`src/rtl/pcm_mm_arbiter_if.sv`:
```
// Bus bundle between the CPU cluster, the PCM arbiter and the single-ported PCM RAM.
// The arbiter takes the slave view; the CPU/memory environment takes the master view.
interface pcm_mm_arbiter_if #(
   parameter int N_CPU  = 4,
   parameter int ADDR_W = 20,
   parameter int MEM_AW = 11,
   parameter int DATA_W = 16
);
   localparam int BE_W = DATA_W / 8;

   logic [N_CPU-1:0]        cpu_req;
   logic [N_CPU-1:0]        cpu_write;
   logic [N_CPU*ADDR_W-1:0] cpu_addr;
   logic [N_CPU*DATA_W-1:0] cpu_wdata;
   logic [N_CPU*BE_W-1:0]   cpu_be;
   logic [N_CPU-1:0]        cpu_ready;
   logic [N_CPU-1:0]        cpu_err;
   logic [N_CPU*DATA_W-1:0] cpu_rdata;

   logic [MEM_AW-1:0]       mem_address;
   logic                    mem_chipselect;
   logic                    mem_clken;
   logic                    mem_write;
   logic [DATA_W-1:0]       mem_writedata;
   logic [BE_W-1:0]         mem_byteenable;
   logic [DATA_W-1:0]       mem_readdata;

   modport slave (
      input  cpu_req, cpu_write, cpu_addr, cpu_wdata, cpu_be, mem_readdata,
      output cpu_ready, cpu_err, cpu_rdata,
      output mem_address, mem_chipselect, mem_clken, mem_write, mem_writedata, mem_byteenable
   );

   modport master (
      output cpu_req, cpu_write, cpu_addr, cpu_wdata, cpu_be, mem_readdata,
      input  cpu_ready, cpu_err, cpu_rdata,
      input  mem_address, mem_chipselect, mem_clken, mem_write, mem_writedata, mem_byteenable
   );
endinterface

```
`src/rtl/pcm_mm_arbiter.sv`:
```
// N-channel arbiter onto one single-ported PCM RAM: fixed-priority or round-robin grant,
// one transaction in flight, out-of-range detection and per-channel held read data.
module pcm_mm_arbiter #(
   parameter int N_CPU   = 4,
   parameter int ADDR_W  = 20,
   parameter int MEM_AW  = 11,
   parameter int DATA_W  = 16,
   parameter int RD_LAT  = 1,
   parameter int RR_MODE = 1
) (
   input  logic            clk,
   input  logic            reset_n,
   input  logic            init,
   pcm_mm_arbiter_if.slave bus
);
   localparam int IDX_W = (N_CPU > 1) ? $clog2(N_CPU) : 1;
   localparam int BE_W  = DATA_W / 8;
   localparam int CNT_W = 2;

   typedef enum logic [1:0] {IDLE, ISSUE, RDWAIT, DONE} state_t;

   state_t            state, state_nx;
   logic [IDX_W-1:0]  rr_ptr;
   logic [IDX_W-1:0]  win;
   logic [IDX_W-1:0]  grant_idx;
   logic [IDX_W-1:0]  cand;
   logic              grant_vld;
   logic [ADDR_W-1:0] g_addr;
   logic              lat_wr;
   logic              lat_ok;
   logic [MEM_AW-1:0] lat_addr;
   logic [DATA_W-1:0] lat_wdata;
   logic [BE_W-1:0]   lat_be;
   logic [CNT_W-1:0]  wait_cnt;
   logic              rd_last;
   logic [DATA_W-1:0] rdata_q [N_CPU];

   // Candidate examined at search step k: rotated past the last winner in round-robin mode.
   function automatic logic [IDX_W-1:0] rot(input int k, input logic [IDX_W-1:0] ptr);
      int idx;
      idx = (RR_MODE != 0) ? (int'(ptr) + 1 + k) % N_CPU : k;
      return IDX_W'(idx);
   endfunction

   // NOTE: every signal written in always_comb gets a default first, so no path leaves it unassigned and no latch is inferred.
   always_comb begin
      grant_vld = 1'b0;
      grant_idx = '0;
      cand      = '0;
      for (int k = 0; k < N_CPU; k++) begin
         cand = rot(k, rr_ptr);
         if (!grant_vld && bus.cpu_req[cand]) begin
            grant_vld = 1'b1;
            grant_idx = cand;
         end
      end
   end

   assign g_addr  = bus.cpu_addr[grant_idx*ADDR_W +: ADDR_W];
   assign rd_last = (state == RDWAIT) && (wait_cnt == CNT_W'(RD_LAT - 1));

   // NOTE: sequential state uses non-blocking assignments so every flop samples pre-edge values.
   always_ff @(posedge clk or negedge reset_n) begin
      if (!reset_n) state <= IDLE;
      else          state <= state_nx;
   end

   always_comb begin
      state_nx           = state;
      bus.mem_chipselect = 1'b0;
      bus.mem_write      = 1'b0;
      bus.cpu_ready      = '0;
      bus.cpu_err        = '0;
      case (state)
         IDLE:   if (grant_vld) state_nx = ISSUE;
         ISSUE: begin
            bus.mem_chipselect = lat_ok;
            bus.mem_write      = lat_ok && lat_wr;
            state_nx           = (lat_ok && !lat_wr) ? RDWAIT : DONE;
         end
         RDWAIT: if (rd_last) state_nx = DONE;
         DONE: begin
            bus.cpu_ready[win] = 1'b1;
            bus.cpu_err[win]   = !lat_ok;
            state_nx           = IDLE;
         end
         default: state_nx = IDLE;
      endcase
      if (init) state_nx = IDLE;
   end

   // Grant-time snapshot; the CPU side may change its request as soon as ready is seen.
   always_ff @(posedge clk or negedge reset_n) begin
      if (!reset_n) begin
         rr_ptr    <= IDX_W'(N_CPU - 1);
         win       <= '0;
         lat_wr    <= 1'b0;
         lat_ok    <= 1'b0;
         lat_addr  <= '0;
         lat_wdata <= '0;
         lat_be    <= '0;
         wait_cnt  <= '0;
      end else if (init) begin
         rr_ptr <= IDX_W'(N_CPU - 1);
      end else begin
         if (state == IDLE && grant_vld) begin
            win       <= grant_idx;
            if (RR_MODE != 0) rr_ptr <= grant_idx;
            lat_wr    <= bus.cpu_write[grant_idx];
            lat_ok    <= ((g_addr >> MEM_AW) == '0);
            lat_addr  <= g_addr[MEM_AW-1:0];
            lat_wdata <= bus.cpu_wdata[grant_idx*DATA_W +: DATA_W];
            lat_be    <= bus.cpu_write[grant_idx] ? bus.cpu_be[grant_idx*BE_W +: BE_W] : '1;
         end
         if (state == ISSUE)       wait_cnt <= '0;
         else if (state == RDWAIT) wait_cnt <= wait_cnt + 1'b1;
      end
   end

   // NOTE: the held read-data array must come out of reset as zero, so it is built from resettable flops rather than a RAM macro.
   always_ff @(posedge clk or negedge reset_n) begin
      if (!reset_n) begin
         for (int i = 0; i < N_CPU; i++) rdata_q[i] <= '0;
      end else if (rd_last && !init) begin
         rdata_q[win] <= bus.mem_readdata;
      end
   end

   for (genvar g = 0; g < N_CPU; g++) begin : g_rdata
      assign bus.cpu_rdata[g*DATA_W +: DATA_W] = rdata_q[g];
   end

   assign bus.mem_clken      = 1'b1;
   assign bus.mem_address    = lat_addr;
   assign bus.mem_writedata  = lat_wdata;
   assign bus.mem_byteenable = lat_be;
endmodule

```
`src/flat_wrapper.sv`:
```
// flat-port wrapper written by rule: the top's interface ports become plain ports
module pcm_mm_arbiter_flat 
#(
   parameter int N_CPU   = 4,
   parameter int ADDR_W  = 20,
   parameter int MEM_AW  = 11,
   parameter int DATA_W  = 16,
   parameter int RD_LAT  = 1,
   parameter int RR_MODE = 1
)
  (clk, reset_n, init, bus_cpu_req, bus_cpu_write, bus_cpu_addr, bus_cpu_wdata, bus_cpu_be, bus_mem_readdata, bus_cpu_ready, bus_cpu_err, bus_cpu_rdata, bus_mem_address, bus_mem_chipselect, bus_mem_clken, bus_mem_write, bus_mem_writedata, bus_mem_byteenable);
  pcm_mm_arbiter_if #(.N_CPU(N_CPU), .ADDR_W(ADDR_W), .MEM_AW(MEM_AW), .DATA_W(DATA_W)) bus_i ();
  input  logic clk;
  input  logic reset_n;
  input  logic init;
  input wire logic [$bits(bus_i.cpu_req)-1:0] bus_cpu_req;
  input wire logic [$bits(bus_i.cpu_write)-1:0] bus_cpu_write;
  input wire logic [$bits(bus_i.cpu_addr)-1:0] bus_cpu_addr;
  input wire logic [$bits(bus_i.cpu_wdata)-1:0] bus_cpu_wdata;
  input wire logic [$bits(bus_i.cpu_be)-1:0] bus_cpu_be;
  input wire logic [$bits(bus_i.mem_readdata)-1:0] bus_mem_readdata;
  output wire logic [$bits(bus_i.cpu_ready)-1:0] bus_cpu_ready;
  output wire logic [$bits(bus_i.cpu_err)-1:0] bus_cpu_err;
  output wire logic [$bits(bus_i.cpu_rdata)-1:0] bus_cpu_rdata;
  output wire logic [$bits(bus_i.mem_address)-1:0] bus_mem_address;
  output wire logic [$bits(bus_i.mem_chipselect)-1:0] bus_mem_chipselect;
  output wire logic [$bits(bus_i.mem_clken)-1:0] bus_mem_clken;
  output wire logic [$bits(bus_i.mem_write)-1:0] bus_mem_write;
  output wire logic [$bits(bus_i.mem_writedata)-1:0] bus_mem_writedata;
  output wire logic [$bits(bus_i.mem_byteenable)-1:0] bus_mem_byteenable;
  assign bus_i.cpu_req = bus_cpu_req;
  assign bus_i.cpu_write = bus_cpu_write;
  assign bus_i.cpu_addr = bus_cpu_addr;
  assign bus_i.cpu_wdata = bus_cpu_wdata;
  assign bus_i.cpu_be = bus_cpu_be;
  assign bus_i.mem_readdata = bus_mem_readdata;
  assign bus_cpu_ready = bus_i.cpu_ready;
  assign bus_cpu_err = bus_i.cpu_err;
  assign bus_cpu_rdata = bus_i.cpu_rdata;
  assign bus_mem_address = bus_i.mem_address;
  assign bus_mem_chipselect = bus_i.mem_chipselect;
  assign bus_mem_clken = bus_i.mem_clken;
  assign bus_mem_write = bus_i.mem_write;
  assign bus_mem_writedata = bus_i.mem_writedata;
  assign bus_mem_byteenable = bus_i.mem_byteenable;
  pcm_mm_arbiter #(.N_CPU(N_CPU), .ADDR_W(ADDR_W), .MEM_AW(MEM_AW), .DATA_W(DATA_W), .RD_LAT(RD_LAT), .RR_MODE(RR_MODE)) u_core (.clk(clk), .reset_n(reset_n), .init(init), .bus(bus_i));
endmodule
```
`config.mk`:
```
export PLATFORM = sky130hd
export DESIGN_NAME = pcm_mm_arbiter_flat
export DESIGN_NICKNAME = d
export VERILOG_FILES = /design/src/rtl/pcm_mm_arbiter_if.sv /design/src/rtl/pcm_mm_arbiter.sv /design/src/flat_wrapper.sv
export SDC_FILE = /design/constraint.sdc
export NUM_CORES = 1
export LEC_CHECK = 0
export ABC_AREA = 1
export BUFFER_PORTS_ARGS = -buffer_cell sky130_fd_sc_hd__clkbuf_2
export CAP_MARGIN = 20
export CORE_ASPECT_RATIO = 1.25
export CORE_MARGIN = 2
export CORE_UTILIZATION = 46
export DETAILED_ROUTE_END_ITERATION = 8
export GPL_ROUTABILITY_DRIVEN = 0
export PLACE_DENSITY = 0.79
export SLEW_MARGIN = 30
export SYNTH_ARGS = -nofsm -noshare
export SYNTH_HDL_FRONTEND = slang
export SYNTH_SLANG_ARGS = --single-unit
export TNS_END_PERCENT = 5
```
`constraint.sdc`:
```
create_clock -name clk -period 2.5 [get_ports clk]
set_input_delay 0.375 -clock clk [delete_from_list [all_inputs] [get_ports clk]]
set_output_delay 0.375 -clock clk [all_outputs]
set_load 0.02 [all_outputs]
```
Word level (Yosys, flattened, before mapping):

Cells that the tools add are included.

* bits in registers: 103
* output and inout bits: 104
* word-level logic and storage cells: 100

* $add $sub $neg: 5
* multiply operators: 1
* order comparisons: 9
* eq/ne operators: 5
* shift-type cells: 3
* muxes and demuxes: 37
* bitwise operators: 3
* reduce and logical (&&, ||, !) cells: 24

Operators with widths (count)
* 80-bit by 8-bit variable part select with 20-bit output: 1
* 64-bit bitwise mux: 1
* 64-bit by 7-bit variable part select with 16-bit output: 1
* 16-bit demux with 2-bit select: 1
* 2-bit 2-to-1 mux: 12
* 20-bit logical NOT: 1
* 2-bit by 3-bit less-than comparator with 1-bit output, second input constant: 6
* 16-bit 2-to-1 mux: 1
* 1-bit 2-to-1 mux: 13
* 1-bit binary-select mux with 2-bit select: 5
* 1-bit logical AND: 10
* 4-bit 2-to-1 mux: 2
* 2-bit case mux with 4 select lines: 1
* 8-bit by 4-bit variable part select with 2-bit output: 1
* 2-bit by 1-bit adder with 2-bit output, second input constant: 3
* 1-bit logical NOT: 6
* 3-bit by 2-bit != test with 1-bit output, second input constant: 2
* 2-bit AND reduction: 3
* 2-bit by 3-bit multiplier with 5-bit output, second input constant: 1
* 2-bit adder, second input constant: 2
* 4-bit AND: 1
* 2-bit equality test, second input constant: 2
* 2-bit logical NOT: 2
* 2-bit nonzero test: 2
* other kinds (7): 7

Longest topological paths before layout:

Gate-level depths: netlist of run 1.

* word-level depth: 16
* depth in mapped cells: 19

Worst setup path before layout of run 1:

Ideal clock, no wire load.

* path type: flip-flop to flip-flop
* start: register u_core.rr_ptr[0]
* end: register u_core.lat_addr[10], in the netlist u_core.bus.mem_address[10]
* arrival: 1.993 ns
* required time: 2.370 ns
* setup slack: 0.376 ns
* stages on the path, launching flop included: 16
* clock period less this slack: 2.124 ns
* cell sequence: dfstp_2 -> buf_6 -> inv_6 -> nand2_1 -> nand2_1 -> nand2_2 -> nand2_4 -> nor2_8 -> nand3_4 -> nand3_2 -> nand2_2 -> buf_6 -> buf_4 -> or2_1 -> o211ai_1 -> nand3_1

* cells in the longest elaborated chain, start to end: 15
* elaborated cells on any way between the ends: 30
* classes of those cells: add/sub (4); mul (1); shift (1); mux (16); reduce/logical (8)

RTL lines
* start: declaration: line pcm_mm_arbiter.sv:23 `logic [IDX_W-1:0] rr_ptr;`
* start signal: assignment: line pcm_mm_arbiter.sv:95 `rr_ptr <= IDX_W'(N_CPU - 1);`
* start signal: assignment: line pcm_mm_arbiter.sv:104 `rr_ptr <= IDX_W'(N_CPU - 1);`
* start signal: assignment: line pcm_mm_arbiter.sv:108 `if (RR_MODE != 0) rr_ptr <= grant_idx;`
* 2-bit by 1-bit adder with 2-bit output *: line pcm_mm_arbiter.sv:41 `idx = (RR_MODE != 0) ? (int'(ptr) + 1 + k) % N_CPU : k;`
* branches (longest 14 deep; another with 2-bit by 3-bit multiplier with 5-bit output)
* end signal: assignment: line pcm_mm_arbiter.sv:111 `lat_addr <= g_addr[MEM_AW-1:0];`
* end: declaration: line pcm_mm_arbiter.sv:31 `logic [MEM_AW-1:0] lat_addr;`

Every way passes the cells marked *. The select of a mux whose other input is x is not followed.
A chain may end at the register's enable or synchronous reset.

Final worst setup path of run 1:

* start: register u_core.rr_ptr[0]
* end: register u_core.lat_wdata[8], in the netlist u_core.bus.mem_writedata[8]

* cells in the longest elaborated chain, start to end: 15
* elaborated cells on any way between the ends: 29
* classes of those cells: add/sub (4); shift (1); mux (16); reduce/logical (8)

RTL lines
* 2-bit by 1-bit adder with 2-bit output *: line pcm_mm_arbiter.sv:41
* branches (longest 14 deep; another with 2-bit adder)
* end signal: assignment: line pcm_mm_arbiter.sv:112 `lat_wdata <= bus.cpu_wdata[grant_idx*DATA_W +: DATA_W];`
* end: declaration: line pcm_mm_arbiter.sv:32 `logic [DATA_W-1:0] lat_wdata;`

Marks and branches as above.

==> flow_summary.yaml, run 1 <==
run_status:
  outcome: "finished clean"
die:
  core_area_mm2: 0.0115
  ioPinCount: 283
  rows: 44
  die_w_um: 100
  start_util_pct: 46.6
  die_height_um: 124
  dieArea_mm2: 0.0125
setup_path:
  reg2reg_from: "u_core.rr_ptr[0]"
  crit_end: "u_core.bus.mem_writedata[8]"
  cp-end-kind: "flop"
  required_ps: 2720
  r2r_end: "u_core.bus.mem_writedata[8]"
  worstPathArrival_ps: 2610
  crit_fanout: 44
  timing.reg2reg.setup_slack_ps: 110
  rr_worst_depth: 14
  critPathKind: "flop to flop"
  start_kind: "flop"
  crit_path_start: "u_core.rr_ptr[0]"
synthesis:
  yosysWarnings: 0
  syn_nets: 815
  yosysTopAreaCell: "dfrtp_1"
  synth_top_area_share_pct: 47.4
  synth_area_mm2: 0.00534
  synthCells: 631
  yosysSeqAreaShare_pct: 48.4
  synth_area_per_cell_um2: 8.46
  synth_top_flop_cell: "dfrtp_1"
  async_flop_share_pct: 100
  yosys.cell_types.count: 37
  ys_ff_latch: 103
  synth-edff-count: 0
  synthTopCellsByArea: "dfrtp_1, nand2_1, o211ai_1, o21ai_0, nand3_1"
route:
  vias: 5401
  drt_first_pass_iters: 4
  wl_per_cell_um: 15.5
  routed_wl_um: 16300
  viasPerCell: 5.13
  drtAntennaViolNets: 0
  route.detailed.drc: 0
  drtIter0Drc: 200
timing:
  finalHoldViolations: 0
  finalCritPeriodShare_pct: 95.7
  max_freq_ghz: 0.418
  report.final.slew_viol_count: 0
  tns_ps: 0
  fin_skew_ps: 9.96
  finalCriticalPeriod_ps: 2390
  setup_viol: 0
flow_run:
  drv_cap: 0
place:
  io_buffer_count: 281
  place_area_mm2: 0.00689
  hpwl_um: 12700
global_routing:
  grt_pass1_wl_um: 25300
  grt_max_degree: 45
  grt_pass1_vias: 5209
  antenna_found_initial: 0
  overflow: 0
  track_usage_pct: 25.7
clock_tree:
  root_buffer: "clkbuf_16"
  cts_buffers: 9
  path_clk_slew_ps: 80
  cts_tree: "yes"
  cts_sinks: 103
  insertion_delay_ps: 340
  clock_path_buffers: 2
  h-tree-depth: 3
cells_and_area:
  n_antenna_cell: 0
  layout-drive-gt1-share_pct: 39.7
  synthToLayoutAreaGrowth_pct: 37.4
  nNetsFinal: 1094
  final_cell_area_mm2: 0.00733
power_and_ir_drop:
  leakage_nw: 3.98
  power.density_mw_per_mm2: 1280
  ir_worst_vdd_v: 0.000967
worst_hold_path:
  hp-class: "input port to asynchronous set/reset pin"
==> synthesized netlist by cell type, types with 2 or more instances <==
cell        n
a21oi_1     9
buf_2       6
buf_4       5
buf_6       6
clkbuf_1   17
dfrtp_1   101
dfstp_2     2
ha_1        5
inv_1      43
inv_2       2
nand2_1   157
nand2_2     7
nand3_1    53
nand4_1     2
nor2_1      9
nor2_8      3
nor3_1      8
nor4_1      7
o211ai_1   53
o21ai_0    69
or2_0       7
or2_1      23
or2_2      23
==> how the worst min path moves through the flow <==
stage,slack [ps],end,from,cells past startpoint
global route,40,u_core.bus.cpu_rdata[0],reset_n,1
detailed placement,370,u_core.bus.cpu_rdata[18],reset_n,1
global placement,380,u_core.bus.cpu_rdata[18],reset_n,1
floorplan,80,u_core.bus.cpu_rdata[0],reset_n,0
finish,0.7,u_core.bus.mem_byteenable[1],reset_n,1
CTS,4,u_core.state[0],reset_n,1
==> routing by layer <==
metal  GRT usage, %  wire [um]  up-vias
li1               -          -     2669
met1           30.2       6190     2464
met2           45.1       8330      235
met3           6.85       1420       33
met4           8.06        388        0
met5              0          0        -
==> timing repair <==
| action | 4_1_cts | 5_1_grt |
|---|---|---|
| setup endpoints to repair | 0 | 32 |
| endpoints found under the hold margin | 0 | 0 |
| gates resized for setup | 0 | 10 |
| hold buffers | 0 | 0 |
| setup buffers | 0 | 4 |
==> power breakdown <==
part / switching [W] / total (W) / internal (W)
clock network: 0.000678 / 0.00158 / 0.000905
logic: 0.00317 / 0.00501 / 0.00184
registers: 0.000426 / 0.00276 / 0.00233
total: 0.00427 / 0.00935 / 0.00508
==> metrics by stage <==
step	instances	hold slack, ps	utilization (%)	setup slack (ps)	power (W)
after detailed placement	1032	373	60.2	82.6	0.00760
after global placement	1032	377	60.2	124	0.00747
after floorplan	631	79.4	-	376	0.00610
final	1053	0.733	64.0	106	0.00935
after CTS	1048	4.45	63.2	54.5	0.00920
after global routing	1053	39.1	64.0	-21.8	0.0100
==> area by class of cell <==
cell class              count  area, um2
fillers                  1023       4120
flip-flops and latches    103       2580
multi-input cells         446       2380
repair buffers            303       1670
clock buffers               9        225
inverters                  47        186
well taps                 138        173
clock inverters             7        115
==> layout by cell type (no fill, tap or decap), types with 3 or more instances in the layout <==
| cell | instances |
|---|---|
| clkbuf_2 | 280 |
| nand2_1 | 157 |
| dfrtp_1 | 101 |
| o21ai_0 | 69 |
| nand3_1 | 53 |
| o211ai_1 | 53 |
| inv_1 | 43 |
| or2_1 | 23 |
| or2_2 | 23 |
| buf_4 | 15 |
| nor2_1 | 9 |
| a21oi_1 | 9 |
| clkbuf_16 | 9 |
| nor3_1 | 8 |
| nor4_1 | 7 |
| or2_0 | 7 |
| buf_12 | 7 |
| nand2_2 | 5 |
| ha_1 | 5 |
| nand2_4 | 3 |
| nor2_8 | 3 |
==> critical path, stage by stage, from the launching register on <==
cell and delay, ps:
dfstp_2 620, buf_4 160, nand2_1 60, nand2_1 110
nand2_2 80, nand2_4 100, nor2_8 50, nand3_4 80
nand2_1 100, nand2_4 120, nand2_4 90, buf_12 180
or2_2 300, o211ai_1 110, nand3_1 110
==> registers in the layout, summed over array words and instances, names as in the netlist, 2 cells and up <==
register	cells
u_core.rr_ptr	2
u_core.state	2
u_core.bus.mem_address	11
u_core.bus.mem_writedata	16
u_core.bus.cpu_rdata	64
u_core.wait_cnt	2
u_core.bus.mem_byteenable	2
u_core.win	2
==> cell families (layout without fill, tap and decap cells) <==
kind of cell	Yosys count	after routing	share of synthesized area, %
adders and majority gates	5	5	1.17
AOI/OAI and AO/OA	135	135	15.4
buffers and inverters	83	366	7.34
and+or+nand+nor	304	305	27.6
other	1	1	0.0703
DFF	103	103	48.4
(Power assumes the default switching activity.)
==> run 2: changes to the inputs <==
--- a/config.mk
+++ b/config.mk
@@ -16,2 +16,4 @@
 export PLACE_DENSITY = 0.79
+export SETUP_SLACK_MARGIN = 0.1
+export SKIP_LAST_GASP = 1
 export SLEW_MARGIN = 30
==> constraint.sdc (replaced) <==
create_clock -name clk -period 2.5 [get_ports clk]
set_input_delay 0.75 -clock clk [delete_from_list [all_inputs] [get_ports clk]]
set_output_delay 0.75 -clock clk [all_outputs]
set_load 0.02 [all_outputs]
==> run 2 against run 1 <==
  * Total power decreased by 1.7%
  * Cell count increased by 0.38%
  * Sequential power about the same
  * Count of clock-buffer cells in the layout unchanged
  * Setup slack improved by 94 ps
  * Non-clock buffer count increased by 5
  * Register-to-register slack improved by 90 ps
  * Via count increased by 0.93%
  * Clock skew increased by 6.0 ps
  * Largest cell class unchanged
==> flow_summary.yaml, run 2 (synthesis results as in run 1) <==
setup_path:
  required_ps: 2710
  r2r_end: "u_core.bus.mem_address[4]"
  crit_fanout: 48
  start_kind: "flop"
  reg2reg_from: "u_core.rr_ptr[0]"
  cp_slowest_cell: "dfstp_2"
  cp-end-kind: "flop"
  critPathKind: "flop to flop"
  crit_chain: "buf_4, nand2_1, nand3_1, nand2_2, nor2_8, nand3_4, nand3_2, nand2_2, buf_12, or2_2, o211ai_1, nand3_1"
  rr_worst_depth: 12
  timing.reg2reg.setup_slack_ps: 200
  critical_path.max_stage_delay_ps: 620
  worstPathArrival_ps: 2510
clock_tree:
  cts_sinks: 103
  clock_path_buffers: 2
  cts_tree: "yes"
  path_clk_slew_ps: 70
  root_buffer: "clkbuf_16"
  insertion_delay_ps: 350
  cts_buffers: 9
  h-tree-depth: 3
route:
  routed_wl_um: 16200
  route.met2.wl_um: 8060
  vias: 5451
  m1WireLength_um: 6470
  route.detailed.drc: 0
  drtAntennaViolNets: 0
  viasPerCell: 5.16
  route.met3.wl_um: 1260
  top_layer: "met4"
  drtIter0Drc: 243
  wl_per_cell_um: 15.3
  drt_first_pass_iters: 5
die:
  die_w_um: 100
  rows: 44
  dieArea_mm2: 0.0125
  core_area_mm2: 0.0115
  die_height_um: 124
  ioPinCount: 283
  start_util_pct: 46.6
cells_and_area:
  largest_register_ffs: 64
  layout.cells.non_filler: 1057
  n_antenna_cell: 0
  layout_commonest_cell: "clkbuf_2"
  nNetsFinal: 1098
  layout-drive-gt1-share_pct: 39.9
  final_cell_mix: "clkbuf_2, nand2_1, dfrtp_1"
  synthToLayoutAreaGrowth_pct: 36.9
  fill_cells: 996
timing:
  tns_ps: 0
  max_freq_ghz: 0.435
  setup_viol: 0
  finalHoldViolations: 0
  fin_skew_ps: 15.9
  tightestPinTransition_ps: 593
  finalCriticalPeriod_ps: 2300
  finalCritPeriodShare_pct: 92.0
  rsz0062_at_grt: "yes"
  report.final.slew_viol_count: 0
  slew_headroom_pct: 60.5
run_status:
  outcome: "finished clean"
place:
  hpwl_um: 12600
  dp.cells: 1037
  io_buffer_count: 281
power_and_ir_drop:
  ir_worst_vdd_v: 0.000685
  p_total_w: 0.00919
  leakage_nw: 3.98
  power.density_mw_per_mm2: 1260
worst_hold_path:
  hp-class: "input port to asynchronous set/reset pin"
global_routing:
  grt_max_degree: 104
  grt_pass1_wl_um: 25500
  antenna_found_initial: 0
  track_usage_pct: 25.8
  overflow: 0
  grt_pass1_vias: 5086
flow_run:
  drv_cap: 0
## run 2: worst max-delay path by stage
| stage | startpoint | slack, ps | cells after the start | endpoint |
|---|---|---|---|---|
| after detailed placement | bus_cpu_req[3] | 40 | 14 | u_core.bus.mem_address[4] |
| after floorplan | bus_cpu_req[3] | 240 | 13 | u_core.bus.mem_address[10] |
| after global placement | bus_cpu_req[3] | 80 | 13 | u_core.bus.mem_writedata[0] |
| after CTS | u_core.rr_ptr[0] | 150 | 13 | u_core.bus.mem_address[4] |
| after global routing | u_core.rr_ptr[0] | 60 | 12 | u_core.bus.mem_address[9] |
| final | u_core.rr_ptr[0] | 200 | 12 | u_core.bus.mem_address[4] |
## run 2: what timing repair did
action | in CTS | in global routing
resized for setup | 0 | 3
setup endpoints to repair | 0 | 31
buffers inserted | 0 | 4
hold buffers | 0 | 0
## run 2: cell type report
class	count	area (um2)	area share, %
clock inverter	7	90.1	1.23
clock buffer	9	225	3.08
timing repair buffer	308	1690	23.1
tap	138	173	2.36
sequential	103	2580	35.3
multi-input combinational	445	2360	32.4
inverter	47	184	2.52
## run 2: power breakdown
part	switching (W)	internal [W]	total, W
Sequential	0.000431	0.00233	0.00276
Clock	0.000681	0.000713	0.00139
Combinational	0.00313	0.00190	0.00503
Total	0.00424	0.00495	0.00919
## run 2: critical path, delay by kind of cell (launching register included)
family,cells,cell delay (ps)
compound gates,1,110
buf+inv,2,320
flops,1,620
simple gates,9,1120
## run 2: metrics by stage
stage / area (um2) / hold slack (ps) / setup slack, ps / utilization [%]
5_1_grt: 7310 / 501 / 56.6 / 63.8
4_1_cts: 7270 / 489 / 153 / 63.5
3_5_place_dp: 6960 / 472 / 38.4 / 60.8
6_report: 7310 / 421 / 201 / 63.8
3_3_place_gp: 6960 / 465 / 77.1 / 60.8
2_1_floorplan: 5340 / 454 / 239 / -
## run 2: metal layers
| metal | vias to the layer above | GRT usage [%] |
|---|---|---|
| met5 | - | 0 |
| met4 | 0 | 7.98 |
| met3 | 29 | 6.40 |
| met2 | 255 | 44.3 |
| met1 | 2485 | 31.6 |
| li1 | 2682 | - |
==> run 3: changes to the inputs <==
ABC_AREA = 0   (was 1)
PLACE_DENSITY = 0.78   (was 0.79)
==> run 3 against run 2 <==
  * Utilization is 1.2 points higher
  * Global-route usage is 0.48 points lower
  * Highest routed layer unchanged
  * Non-clock buffer count up 1
  * Sequential share of layout area shrank 1.1 points
  * Largest power group unchanged
  * Critical path depth shrank 7
  * Wire length rose by 1.0%
==> flow_summary.yaml, run 3 <==
setup_path:
  crit_fanout: 4
  worstPathArrival_ps: 1550
  rr_worst_depth: 9
  cp-end-kind: "primary output"
  critPathKind: "flop to primary output"
  r2r_end: "u_core.lat_ok"
  start_kind: "flop"
  required_ps: 1750
  timing.reg2reg.setup_slack_ps: 310
  reg2reg_from: "u_core.state[0]"
power_and_ir_drop:
  power_frac_comb_pct: 48.7
  leakage_nw: 4.06
  power.density_mw_per_mm2: 1130
  ir_worst_vdd_v: 0.000554
  p_int_w: 0.00498
  p_seq_share_pct: 34.3
  power.switching_w: 0.00355
  clock_power_share_pct: 17.0
  swShare_pct: 41.7
synthesis:
  yosysSeqAreaShare_pct: 47.3
  synth-edff-count: 0
  syn_nets: 638
  synth_top_area_share_pct: 46.3
  synth_area_mm2: 0.00546
  async_flop_share_pct: 100
  yosysWarnings: 0
  netlist_top_cells_count: "dfrtp_1, mux2_2, mux2i_1, and3_1, o2111a_1"
  synth_most_common_cell: "dfrtp_1"
  synth_top_flop_cell: "dfrtp_1"
  synth_area_per_cell_um2: 12.0
  yosys.cell_types.count: 45
  synthTopCellsByArea: "dfrtp_1, mux2_2, mux2i_1, o2111a_1, a221oi_2"
  yosysTopAreaCell: "dfrtp_1"
  synthCells: 454
  ys_ff_latch: 103
cells_and_area:
  fill_cells: 921
  layout.cells.non_filler: 902
  synthToLayoutAreaGrowth_pct: 38.3
  largest_register_ffs: 64
  final_cell_mix: "clkbuf_2, dfrtp_1, mux2_2"
  layout_commonest_cell: "clkbuf_2"
  nNetsFinal: 919
  utilization_pct: 65.0
  layout-drive-gt1-share_pct: 56.8
place:
  io_buffer_count: 281
  dp.cells: 882
  hpwl_um: 12700
timing:
  tns_ps: 0
  finalHoldViolations: 0
  fin_skew_ps: 5.18
  max_freq_ghz: 0.435
  finalCritPeriodShare_pct: 92.0
  report.final.slew_viol_count: 0
  fin_hold_ws_ps: 483
  slew_headroom_pct: 63.9
  finalCriticalPeriod_ps: 2300
  setup_viol: 0
  rsz0062_at_grt: "no"
  tightestPinTransition_ps: 542
route:
  drtAntennaViolNets: 0
  drtIter0Drc: 161
  vias: 5008
  route.detailed.drc: 0
  wl_per_cell_um: 18.1
  drt_first_pass_iters: 4
  viasPerCell: 5.55
  routed_wl_um: 16400
die:
  die_height_um: 126
  dieArea_mm2: 0.0128
  rows: 44
  ioPinCount: 283
  core_area_mm2: 0.0116
  start_util_pct: 47.0
  die_w_um: 101
global_routing:
  track_usage_pct: 25.3
  met3_usage_pct: 4.83
  overflow: 0
  grt_pass1_wl_um: 25500
  busiest_layer: "met2"
  antenna_found_initial: 1
  grtUsageMet2_pct: 43.9
  grt_pass1_vias: 5060
  grt_max_degree: 104
  met1_usage_pct: 30.8
clock_tree:
  h-tree-depth: 3
  clock_path_buffers: 2
  path_clk_slew_ps: 70
  cts_buffers: 9
  root_buffer: "clkbuf_16"
  insertion_delay_ps: 340
  cts_sinks: 103
  ctsResizeCount: 0
  cts_tree: "yes"
worst_hold_path:
  hp-class: "input port to asynchronous set/reset pin"
flow_run:
  drv_cap: 0
run_status:
  outcome: "finished clean"
==> run 3: kinds of logic after synthesis <==
logic type      count (synthesis)  synth area share, %
flops                         103                 47.3
fa+ha+maj                       5                 1.15
buf+inv                        45                 4.06
simple gates                   97                 10.0
compound gates                106                 18.2
mux                            97                 19.3
other cells                     1               0.0687
==> run 3: worst max-delay path, stage by stage, from the launching register on <==
cell and delay, ps:
dfrtp_1 350, buf_4 120, ha_1 190, inv_1 100
nor3_1 220, clkbuf_2 220
==> run 3: how the worst max path moves through the flow <==
| stage | startpoint | slack, ps | to |
|---|---|---|---|
| floorplan | init | 320 | u_core.bus.cpu_rdata[37] |
| global placement | bus_cpu_req[0] | -250 | u_core.lat_ok |
| detailed placement | bus_cpu_req[1] | 10 | u_core.bus.mem_byteenable[1] |
| CTS | u_core.state[1] | 170 | bus_cpu_err[0] |
| global route | u_core.state[0] | 110 | u_core.lat_ok |
| finish | u_core.state[1] | 200 | bus_cpu_ready[0] |
==> run 3: final cells by class <==
type / instances / area [um2] / share of cell area (%)
diodes: 1 / 2.50 / 0.0332
clock buffers: 10 / 239 / 3.17
flip-flops and latches: 103 / 2580 / 34.2
well taps: 161 / 201 / 2.67
multi-input cells: 307 / 2710 / 35.8
inverters: 5 / 18.8 / 0.249
clock inverters: 6 / 75.1 / 0.995
repair buffers: 309 / 1730 / 22.9
==> run 3: power groups by stage <==
stage | Combinational, W | Sequential [W] | Clock, W
floorplan | 0.00185 | 0.00365 | 0
global placement | 0.00400 | 0.00290 | 0
detailed placement | 0.00415 | 0.00296 | 0
CTS | 0.00416 | 0.00293 | 0.00148
global route | 0.00448 | 0.00300 | 0.00154
finish | 0.00415 | 0.00293 | 0.00145
==> run 3: metrics by stage <==
| stage | cell area [um2] | worst slack [ps] | total power (W) |
|---|---|---|---|
| 5_1_grt | 7550 | 106 | 0.00902 |
| 3_5_place_dp | 7210 | 11.8 | 0.00711 |
| 2_1_floorplan | 5460 | 317 | 0.00549 |
| 3_3_place_gp | 7180 | -252 | 0.00690 |
| 6_report | 7550 | 200 | 0.00853 |
| 4_1_cts | 7520 | 170 | 0.00856 |
==> run 3: repair_timing <==
action / CTS / global route
hold buffers: 0 / 0
setup buffers: 0 / 2
setup endpoints to repair: 0 / 1
==> run 3: routing by layer <==
layer	vias to the layer above	share of wire, %
li1	2311	-
met3	26	7.3
met2	255	50
met1	2416	40
met5	-	0
met4	0	2.5
